===== src/rtl/xnorn_pkg.sv =====
// xnorn_pkg: shared constants and tree-sizing helpers for the xnorn reduction pipe.
package xnorn_pkg;

    localparam logic MODE_XOR  = 1'b0;
    localparam logic MODE_XNOR = 1'b1;
    localparam int   MAXW      = 256;

    function automatic int levels_f(input int width);
        int n;
        int p;
        n = 0;
        p = 1;
        while (p < width) begin
            p = p * 3;
            n = n + 1;
        end
        return n;
    endfunction

    // Width of the tree after k levels of 3:1 reduction.
    function automatic int lvl_w(input int width, input int k);
        int w;
        w = width;
        for (int i = 0; i < k; i++) w = (w + 2) / 3;
        return w;
    endfunction

    // Bits beyond width contribute nothing, which is the 0 padding of a short group.
    function automatic logic [MAXW-1:0] xor3_reduce(input logic [MAXW-1:0] v, input int width);
        logic [MAXW-1:0] r;
        r = '0;
        for (int j = 0; j < MAXW; j++)
            if (j < width) r[j/3] = r[j/3] ^ v[j];
        return r;
    endfunction

endpackage


===== src/rtl/xnorn_level.sv =====
// xnorn_level: one registered 3:1 XOR tree level; all channels share one valid/MODE pair.
module xnorn_level
    import xnorn_pkg::*;
#(
    parameter int IW  = 3,
    parameter int CH  = 1,
    parameter bit INV = 1'b0
) (
    input  logic                      CLK,
    input  logic                      RST,
    input  logic                      EN,
    input  logic [CH*IW-1:0]          D,
    input  logic                      D_VLD,
    input  logic                      D_MODE,
    output logic [CH*((IW+2)/3)-1:0]  Q,
    output logic                      Q_VLD,
    output logic                      Q_MODE
);
    localparam int OW = (IW + 2) / 3;

    logic [CH*OW-1:0] w_red;

    always_comb begin
        logic [MAXW-1:0] w_full;
        w_red  = '0;
        w_full = '0;
        for (int c = 0; c < CH; c++) begin
            w_full = xor3_reduce(MAXW'(D[c*IW +: IW]), IW);
            w_red[c*OW +: OW] = w_full[OW-1:0] ^ (INV ? {OW{D_MODE}} : {OW{1'b0}});
        end
    end

    // Data holds across bubbles; valid and MODE advance on every enabled edge.
    always_ff @(posedge CLK) begin
        if (RST) begin
            Q      <= '0;
            Q_VLD  <= 1'b0;
            Q_MODE <= MODE_XOR;
        end else if (EN) begin
            Q_VLD  <= D_VLD;
            Q_MODE <= D_MODE;
            if (D_VLD) Q <= w_red;
        end
    end

endmodule


===== src/rtl/xnorn_pipe.sv =====
// xnorn_pipe: pipelined multi-channel XOR/XNOR parity reduction with valid/ready
// handshake, global stall and a saturating failure counter.
module xnorn_pipe
    import xnorn_pkg::*;
#(
    parameter int WIDTH    = 9,
    parameter int CHANNELS = 2,
    parameter int CNTW     = 16
) (
    input  logic                      CLK,
    input  logic                      RST,
    input  logic [CHANNELS*WIDTH-1:0] A,
    input  logic                      MODE,
    input  logic                      I_VLD,
    output logic                      I_RDY,
    output logic [CHANNELS-1:0]       ZN,
    output logic                      O_VLD,
    input  logic                      O_RDY,
    input  logic                      CLR,
    output logic [CNTW-1:0]           FAIL_CNT
);
    localparam int LEVELS = levels_f(WIDTH);

    logic            w_stall;
    logic [CNTW-1:0] r_cnt;

    assign w_stall = O_VLD & ~O_RDY;
    assign I_RDY   = ~w_stall;

    for (genvar k = 1; k <= LEVELS; k++) begin : g_lvl
        localparam int IW = lvl_w(WIDTH, k - 1);
        localparam int OW = (IW + 2) / 3;
        logic [CHANNELS*IW-1:0] w_d;
        logic                   w_dv;
        logic                   w_dm;
        logic [CHANNELS*OW-1:0] w_q;
        logic                   w_qv;
        logic                   w_qm;
        if (k == 1) begin : g_in
            assign w_d  = A;
            assign w_dv = I_VLD;
            assign w_dm = MODE;
        end else begin : g_mid
            assign w_d  = g_lvl[k-1].w_q;
            assign w_dv = g_lvl[k-1].w_qv;
            assign w_dm = g_lvl[k-1].w_qm;
        end
        // MODE inversion folds into the last register so ZN stays a pure register output.
        xnorn_level #(.IW(IW), .CH(CHANNELS), .INV(k == LEVELS)) u_lvl (
            .CLK    (CLK),
            .RST    (RST),
            .EN     (~w_stall),
            .D      (w_d),
            .D_VLD  (w_dv),
            .D_MODE (w_dm),
            .Q      (w_q),
            .Q_VLD  (w_qv),
            .Q_MODE (w_qm)
        );
    end

    assign ZN    = g_lvl[LEVELS].w_q;
    assign O_VLD = g_lvl[LEVELS].w_qv;

    always_ff @(posedge CLK) begin
        if (RST)
            r_cnt <= '0;
        else if (CLR)
            r_cnt <= '0;
        else if (O_VLD && O_RDY && !(&ZN) && !(&r_cnt))
            r_cnt <= r_cnt + 1'b1;
    end

    assign FAIL_CNT = r_cnt;

endmodule


===== config.mk =====
export PLATFORM = sky130hd
export DESIGN_NAME = xnorn_pipe
export DESIGN_NICKNAME = d
export VERILOG_FILES = /design/src/rtl/xnorn_pkg.sv /design/src/rtl/xnorn_level.sv /design/src/rtl/xnorn_pipe.sv
export SDC_FILE = /design/constraint.sdc
export NUM_CORES = 1
export LEC_CHECK = 0
export BUFFER_PORTS_ARGS = -buffer_cell sky130_fd_sc_hd__buf_2
export CAP_MARGIN = 20
export CORE_ASPECT_RATIO = 0.9
export CORE_MARGIN = 10
export CORE_UTILIZATION = 54
export DETAILED_ROUTE_END_ITERATION = 8
export PLACE_DENSITY = 0.83
export SYNTH_ARGS = -nofsm -noshare
export SYNTH_HDL_FRONTEND = slang
export SYNTH_SLANG_ARGS = --single-unit

===== constraint.sdc =====
create_clock -name CLK -period 3.7 [get_ports CLK]
set_input_delay 0.185 -clock CLK [delete_from_list [all_inputs] [get_ports CLK]]
set_output_delay 0.185 -clock CLK [all_outputs]
set_load 0.01 [all_outputs]

==> qor.txt <==
IO buf count: 43
GRT Util Overall: 14.7%
ANT nets after route: 0
Hold Crit Start: MODE
Setup Skew: 0.00573 ns
Total CTS buffers: 3
Clock root cell: clkbuf_4
CTS tree: yes
CP max FO: 6
Post-synthesis async set-or-reset flop share: 0%
P&R area growth vs syn: 17.9%
Share of cells above drive strength 1: 25.7%
Grt ovf: 0
Vias per cell: 5.81
WS Path Type: register to register
Crit end category: register
Die H: 68.8 µm
Worst Hold Depth: 3
Proportion of synthesized area in mux cells: 1.40%
Vias in the first global route: 1392
Top cells by area, synth: dfxtp_1 (38%), xnor2_1 (9.8%), a21oi_1 (7.0%), nand2_1 (6.0%), nand3_1 (4.2%)
Primary FF master, synth: dfxtp_1
Adder-Cell Fraction of Synth Area: 0.874%
FF+latch count, synth: 27
Cell breakdown of the critical path: ha_1 > nand4_1 > nor4_1 > a31oi_1 > a41o_1
Cell area after synthesis: 1430 µm²
Synth area leader: dfxtp_1
Post-synth top area share: 37.8%
Syn_nets: 200
Worst min path class: input port to register
Post-CTS Repair Setup Buffers: 0
Cts repair resizes: 0
Period minus WS final: 1.95 ns
Synth Area in XOR/XNOR: 11.0%
Cell area power density: 302 nW/µm²
Register area share after synthesis: 37.8%
Placed wire-length estimate: 2.87 mm
Compound-Gate Fraction of Synth Area: 15.5%
Crit path launch type: register
Hold_ws: 0.0821 ns
Max-slew violation count: 0
Register clock-pin slew on the reported worst setup and hold paths: 0.14 ns
Vias: 1429
WL/cell: 14.6 µm
RSZ-0062 raised after global routing: no
Final setup fails: 0
Layout Nets: 244
Post-synthesis instance total: 175
Worst setup margin: 1.75 ns
RR Endpoint: FAIL_CNT[14]
Setup_tns: 0 ns
Initial Util: 57.5%
Syn Area/Cell: 8.18 µm²
Status: finished, final reports clean
Die W: 74.3 µm
Setup slack at placement: 1.51 ns
Flop2flop setup slack: 1.75 ns
Simple-gate portion of the synthesized area: 30.8%
Hold Vio Cnt, Final: 0
Iter 0 DRT Violations: 116
Final GP Congestion: 0.832
Synth unique cells: 36
Clock Tree Buf Depth: 2
Worst slew pin tran: 0.707 ns
Diode count: 0
Slowest cell on crit path: nor4_1
Peak VDD IR: 0.356 mV
Die Footprint: 5110 µm²
Drt first pass iters: 4
First-pass GRT wire length: 6.20 mm
EDFF count, synth: 0
Main combinational cell family by area after synthesis: simple AND/OR/NAND/NOR gates
Final wirelength: 3.60 mm
Reg2Reg Depth: 5
Worst slew margin: 52.4%
Largest net degree at the start of global routing: 17
Hold buffers post-CTS: 0
H-tree depth: 1
Antenna violations before repair: 0
Max stage delay on crit path: 0.59 ns
Clock Sinks: 27
Drt drc: 0
Max frequency: 514 MHz
CORE AREA: 2490 µm²
Total leakage power: 0.669 nW
Ys Warns: 0
Max Cap Violations: 0
Worst-Skew Late Latency: 0.33 ns
Required @ worst endpoint: 3.94 ns
Crit path DAT: 2.18 ns
Period utilization: 52.6%
I/O Pins: 44
Site Rows: 17
Reg-to-Reg Start: FAIL_CNT[0]
Utilization after layout: 67.8%
Hold endpoint: g_lvl[1].u_lvl.Q_MODE
## report_power, final
group	switching, mW	total, mW	internal, mW
registers	0.00724	0.308	0.301
logic	0.0363	0.0751	0.0389
clock network	0.0852	0.128	0.0423
## critical path: cells and delay by family (launching register included)
family	cells	cell delay, ns
AO/OA/AOI/OAI	2	0.40
AND/OR/NAND/NOR	2	0.79
flip-flops	1	0.44
adder cells (fa/ha/maj)	1	0.23
## cell families (layout without fill, tap and decap cells)
logic type	count (synthesis)	in the layout
adder cells (fa/ha/maj)	1	1
AO/OA/AOI/OAI	36	36
multiplexers	2	2
buffers and inverters	8	51
AND/OR/NAND/NOR	83	83
flip-flops	27	27
XOR/XNOR	18	18
## synth_stat cells, drive strengths merged, types with 2 or more instances
cell,count
or4,6
dfxtp,27
or2,2
inv,3
nand4b,2
o31ai,3
buf,2
nor2,12
o21a,2
nand2,23
or3,7
nand4,5
xor2,2
xnor2,16
a21oi,20
nand3,12
nor4,5
o21ai,4
mux2i,2
nor3,4
clkbuf,3
o31a,2
## routing by layer
metal	routed length [µm]	share of wire [%]	GRT usage (%)
met3	332	9.2	5.56
met4	0	0	1.14
met1	1580	44	17.1
met2	1690	47	26.4
met5	0	0	0
## cells in the final DEF, fill, tap and decap left out, drive strengths merged, types with 2 or more instances in the layout
master,synthesis,layout
o21ai,4,4
a21oi,20,20
o31ai,3,3
dfxtp,27,27
nor3,4,4
mux2i,2,2
nand2,23,23
buf,2,43
or3,7,7
xnor2,16,16
xor2,2,2
nor2,12,12
o31a,2,2
inv,3,3
nand4b,2,2
or4,6,6
nand4,5,5
nor4,5,5
or2,2,2
o21a,2,2
clkbuf,3,5
nand3,12,12
## state kept, by name, indices dropped and copies added, names as in the netlist
register,cells
FAIL_CNT,16
g_lvl.u_lvl.Q_MODE,1
g_lvl.u_lvl.Q_VLD,2
g_lvl.u_lvl.Q,8
## stage by stage
step	std cells	area (µm²)	power (mW)
finish	246	1690	0.510
global route	246	1690	0.541
CTS	245	1680	0.515
detailed placement	241	1650	0.390
global placement	241	1650	0.387
floorplan	175	1430	0.364
## final cells by class
type | instances | area (µm²)
fill | 220 | 801
clock buffer | 4 | 26.3
multi-input combinational | 140 | 852
tap | 28 | 35.0
timing repair buffer | 44 | 223
sequential | 27 | 541
inverter | 3 | 11.3
## worst max-delay path by stage
stage | startpoint | end | slack, ns
after CTS | FAIL_CNT[0] | FAIL_CNT[1] | 1.48
after detailed placement | FAIL_CNT[0] | FAIL_CNT[1] | 1.51
final | FAIL_CNT[0] | FAIL_CNT[14] | 1.75
after global routing | FAIL_CNT[0] | FAIL_CNT[14] | 1.53
after global placement | FAIL_CNT[0] | FAIL_CNT[11] | 1.71
after floorplan | g_lvl[2].u_lvl.Q_VLD | FAIL_CNT[7] | 1.86
No activity file was read; power rests on OpenSTA's default activity.
